## src/rtl/gearbox_downsizing_2x.sv

```systemverilog
// Splits each 2*nb-bit input word into two nb-bit output beats, low half first.
// Latency: low half is presented the cycle after the word is accepted; high half follows on the next output transfer.
// Backpressure: out_tready stalls both beats; in_tready is 1 in EMPTY, or in HI when the high half is leaving this cycle.
module gearbox_downsizing_2x #(
    parameter int n  = 5,
    parameter int nb = n * 8
) (
    input  logic              aclk,
    input  logic              aresetn,
    input  logic [2*nb-1:0]   in_tdata,
    input  logic              in_tvalid,
    output logic              in_tready,
    output logic [nb-1:0]     out_tdata,
    output logic              out_tvalid,
    input  logic              out_tready
);

    typedef enum logic [1:0] {
        EMPTY = 2'd0,
        LO    = 2'd1,
        HI    = 2'd2
    } state_t;

    state_t            state;
    logic [2*nb-1:0]   hold_dat;
    logic              in_xfer;
    logic              out_xfer;

    // A new word may enter while the high half drains, giving one beat per cycle.
    assign in_tready = (state == EMPTY) || ((state == HI) && out_tready);
    assign in_xfer   = in_tvalid && in_tready;
    assign out_xfer  = out_tvalid && out_tready;

    // Outputs decode only from state and the holding register, never from inputs.
    assign out_tvalid = (state != EMPTY);
    assign out_tdata  = (state == HI) ? hold_dat[2*nb-1:nb] : hold_dat[nb-1:0];

    always_ff @(posedge aclk or negedge aresetn) begin
        if (!aresetn) begin
            state    <= EMPTY;
            hold_dat <= '0;
        end else begin
            case (state)
                EMPTY: begin
                    if (in_xfer) begin
                        hold_dat <= in_tdata;
                        state    <= LO;
                    end
                end
                LO: begin
                    if (out_xfer) begin
                        state <= HI;
                    end
                end
                HI: begin
                    if (out_xfer) begin
                        if (in_xfer) begin
                            hold_dat <= in_tdata;
                            state    <= LO;
                        end else begin
                            state <= EMPTY;
                        end
                    end
                end
                default: begin
                    state <= EMPTY;
                end
            endcase
        end
    end

endmodule
```

## config.mk

```make
export PLATFORM = sky130hd
export DESIGN_NAME = gearbox_downsizing_2x
export DESIGN_NICKNAME = d
export VERILOG_FILES = /design/src/rtl/gearbox_downsizing_2x.sv
export SDC_FILE = /design/constraint.sdc
export NUM_CORES = 1
export LEC_CHECK = 0
export ABC_AREA = 1
export BUFFER_PORTS_ARGS = -buffer_cell sky130_fd_sc_hd__buf_2
export CORE_ASPECT_RATIO = 1.2
export CORE_MARGIN = 1.5
export CORE_UTILIZATION = 55
export CTS_CLUSTER_SIZE = 14
export DETAILED_ROUTE_END_ITERATION = 10
export HOLD_SLACK_MARGIN = 0.12
export MAX_ROUTING_LAYER = met4
export PLACE_DENSITY_LB_ADDON = 0.2
export SLEW_MARGIN = 40
export SYNTH_ARGS = -nofsm -noshare
export SYNTH_HDL_FRONTEND = slang
export SYNTH_SLANG_ARGS = --single-unit
```

## constraint.sdc

```tcl
create_clock -name aclk -period 2.1 [get_ports aclk]
set_clock_uncertainty 0.05 [all_clocks]
set_input_delay 0.42 -clock aclk [delete_from_list [all_inputs] [get_ports aclk]]
set_output_delay 0.42 -clock aclk [all_outputs]
set_load 0.1 [all_outputs]
```

**After elaboration in Yosys (flattened, before gate mapping)**

Index checks and enable logic that the tools add are counted.

- Register bits: 82
- Latch bits: 0
- RAM bits: 0
- ROM bits: 0
- Output and inout bits: 42
- Logic and storage cells: 25
- Memories: 0

- Add/sub/neg operators: 0
- Multipliers: 0
- Divide/modulo/power cells: 0
- $lt $le $gt $ge: 0
- Equal/unequal tests: 5
- Shift-type cells: 0
- Multiplexer cells: 9
- Bitwise operators: 0
- Reductions and logical operators: 9

Operators by type and width:

| operator | number |
|---|---|
| 2-to-1 mux 80 bit | 2 |
| one-hot mux 80 bit (2 select lines) | 1 |
| 2-to-1 mux 40 bit | 1 |
| 2-to-1 mux 2 bit | 3 |
| inequality test 2 bit (second input constant) | 3 |
| one-hot mux 2 bit (3 select lines) | 1 |
| nonzero test 2 bit | 2 |
| logical AND 1 bit | 3 |
| AND reduction 3 bit | 1 |
| == test 2 x 1 -> 1 bit (second input constant) | 1 |
| == test 2 bit (second input constant) | 1 |
| logical NOT 2 bit | 1 |
| AND reduction 2 bit | 1 |
| logical OR 1 bit | 1 |
| 2-to-1 mux 1 bit | 1 |

**Longest topological paths before layout**

- Depth after elaboration: 7
- Mapped depth: 6
- Gate-level depth less buffers: 5

**Worst setup path before layout**

No wires, ideal clock.

- Path type: flip-flop to output port
- Start point: register state[1]
- End point: output in_tready
- Arrival time: 2007 ps
- Data required time: 1630 ps
- Setup slack: -377 ps
- Stages on the path, launching flop included: 3
- Buffers on the path: 1
- Path through: dfrtp_1 buf_6 a21oi_1

- Word-level cells in the longest chain between the ends: 3

Ends and longest elaborated chain:

| element | RTL line | source |
|---|---|---|
| start: declaration | 24 | `state_t state;` |
| start signal: assignment | 40 | `state <= EMPTY;` |
| start signal: assignment | 47 | `state <= LO;` |
| start signal: assignment | 52 | `state <= HI;` |
| == test 2 bit | 30 | `assign in_tready = (state == EMPTY) \|\| ((state == HI) && out_tready);` |
| logical AND 1 bit | 30 |  |
| logical OR 1 bit (*) | 30 |  |
| end: declaration | 12 | `output logic in_tready,` |

Every way passes the cells marked *; elsewhere a longest branch is shown, timed or not.

**Worst setup path after layout**

- Start point: register state[0]
- End point: output out_tdata[22]

- Word-level cells in the longest chain between the ends: 2

Ends and longest elaborated chain:

| element | RTL line | source |
|---|---|---|
| == test 2 bit | 36 | `assign out_tdata = (state == HI) ? hold_dat[2*nb-1:nb] : hold_dat[nb-1:0];` |
| 2-to-1 mux 40 bit | 36 |  |
| end: declaration | 13 | `output logic [nb-1:0] out_tdata,` |

Every way passes these cells.

==> metrics.md <==
| Metric | Value |
|---|---|
| Req. time, crit path | `around 1600 ps` |
| Yosys reg bits | `between 80 and 90` |
| Setup WS post-layout | `~64 ps` |
| Drt pass-1 iters | `7` |
| Max frequency | `a little under 500 MHz` |
| GRT Overall Usage | `~29%` |
| DRC errors left | `0` |
| Max cap viols | `0` |
| Number of library cell types mapped by synthesis | `14` |
| Die Y | `a little under 100 um` |
| Initial DRC Count | `around 260` |
| Post-layout min period | `just over 2000 ps` |
| Initial Utilization | `between 50 and 60%` |
| Max-slew headroom | `about two thirds` |
| Startpoint Class | `flop` |
| GR Layer Usage met2 | `approximately 43%` |
| Hold WC Path Type | `in2reg` |
| Critical path's slowest cell | `dfrtp_1` |
| WP buf/inv | `4` |
| Vias/cell | `between 5 and 6` |
| Worst-margin pin slew | `around 500 ps` |
| Worst-skew pair later-pin latency | `330 ps` |
| Via count | `approximately 4000` |
| H-tree Lvls | `3` |
| Antenna diode count | `0` |
| Routing usage on met3 | `about 4.7%` |
| Final setup vio count | `0` |
| Die Width | `between 80 and 90 um` |
| Yosys Warn Count | `0` |
| Die area | `0.00785 mm2` |
| Final Cycle Share | `97.0%` |
| Crit Path Max Fanout | `28` |
| Wire per inst | `15.3 um` |
| Vias in the first global route | `around 3600` |
| Routed Antenna Nets | `0` |
| Syn-to-layout area delta | `38.7%` |
| Largest net degree at the start of global routing | `between 50 and 60` |
| Most used routing layer | `met2` |
| Crit-path cells | `clkinv_4, buf_4, buf_16, nand3_1, nand2_1, buf_12` |
| Critical Path AT | `around 1600 ps` |
| Status | `finished clean` |
| Gr ovfl total | `0` |
| Site Rows | `34` |
| Core ar. | `0.00719 mm2` |
| Global-route wire length before repair | `17300 um` |
| Number of I/O pins | `~130` |
| CTS sink cnt | `just over 80` |
| Clk buf depth | `2` |
| Clock-pin slew on the worst setup and hold paths | `80 ps` |
| Share of cells above drive strength 1 | `27.9%` |
| Final #Nets | `slightly below 700` |
| Detailed placement HPWL | `6920 um` |
| Avg Inst Size Synth | `about 8 um2` |
| Commonest non-fill, non-tap cell in the layout | `nand2_1` |
| Clock Root Buffer | `clkbuf_8` |
| Sequential area share after synthesis | `50.9%` |
| Mapped Area | `a little over 0.004 mm2` |
| CTS Buf Count | `9` |
| Commonest non-fill, non-tap cells in the layout | `237 x nand2_1, 82 x buf_2, 81 x dfrtp_1` |
| Slew Viols, Final | `0` |
| Dpl ws | `~400 ps` |
| Crit path kind | `reg2out` |
| CP top delay family | `buffers and inverters` |
| Worst setup EP type | `output port` |
| Final WL | `roughly 11000 um` |
| Port buffer count | `approximately 130` |
| Cells after synthesis | `501` |
| Syn_nets | `between 500 and 600` |
| Largest stage delay, worst path | `~410 ps` |
| Initial antenna violation count | `0` |
| Fin. Hold Viols | `0` |
| GPL Wtd Cong | `0.818` |
| TritonCTS clock tree | `built` |
| GR Util met1 | `39.5%` |
## worst paths after layout
check / startpoint / end / slack [ps] / cells after the start
max: state[0] / out_tdata[22] / 60 / 6
min: in_tdata[17] / hold_dat[17] / 270 / 3
max reg2reg: state[1] / hold_dat[20] / 500 / 6
min reg2reg: hold_dat[78] / hold_dat[78] / 430 / 2
max in group asynchronous: aresetn / state[1] / 850 / 3
min in group asynchronous: aresetn / hold_dat[28] / 540 / 2
## cells by family (layout without fill, tap and decap cells)
group | after synthesis | after routing | share of synthesized area, %
AOI/OAI and AO/OA | 2 | 2 | 0.248
buffers and inverters | 50 | 165 | 7.91
and+or+nand+nor | 367 | 367 | 40.9
DFF | 82 | 82 | 50.9
## flip-flops by register name, summed over array words and instances (netlist names)
signal,cells
hold_dat,80
state,2
## layer usage
metal / up-vias / routed length, um
met3: 24 / 678
met2: 164 / 5500
met1: 1921 / 4420
met4: 0 / 237
li1: 1896 / -
met5: - / 0
## final cells by class
type	instances	area [um2]
tap	90	113
clock buffer	12	155
fill	491	1600
multi-input combinational	369	1680
inverter	3	16.3
clock inverter	3	15.0
sequential	82	2050
timing repair buffer	147	1550
## worst min-delay path: stages
cell,delay (ps)
buf_2,90
nand4_1,70
nand2_1,50
## Yosys cell counts
cell type	count	area (um2)
inv_2	2	7.51
clkbuf_1	5	18.8
nand3_1	41	205
inv_1	1	3.75
nand2_1	243	912
a21oi_1	2	10.0
buf_4	9	67.6
buf_6	9	101
nand3_4	1	17.5
buf_2	24	120
dfrtp_1	82	2050
nand2_4	1	11.3
nor2_1	1	3.75
nand4_1	80	500
## per-stage QoR
stage / util (%) / instances / setup TNS, ps / hold slack (ps) / area [um2]
2_1_floorplan: - / 501 / 0 / 74.4 / 4040
3_3_place_gp: 73.6 / 685 / 0 / 364 / 5290
3_5_place_dp: 73.6 / 685 / 0 / 371 / 5290
4_1_cts: 76.8 / 703 / 0 / 260 / 5520
5_1_grt: 77.8 / 706 / -173 / 266 / 5590
6_report: 77.8 / 706 / 0 / 273 / 5590
## what timing repair did
item | in CTS | in global routing
hold buffers | 1 | 0
hold endpoints to repair | 37 | 0
pin swaps | 0 | 0
endpoints found under the setup margin | 1 | 23
buffers inserted | 1 | 2
gates cloned | 1 | 1
gates resized for setup | 3 | 12
Power is left out: the tool's default activity adds up to more than one toggle a clock period on the data nets, which glitch-free logic cannot reach.
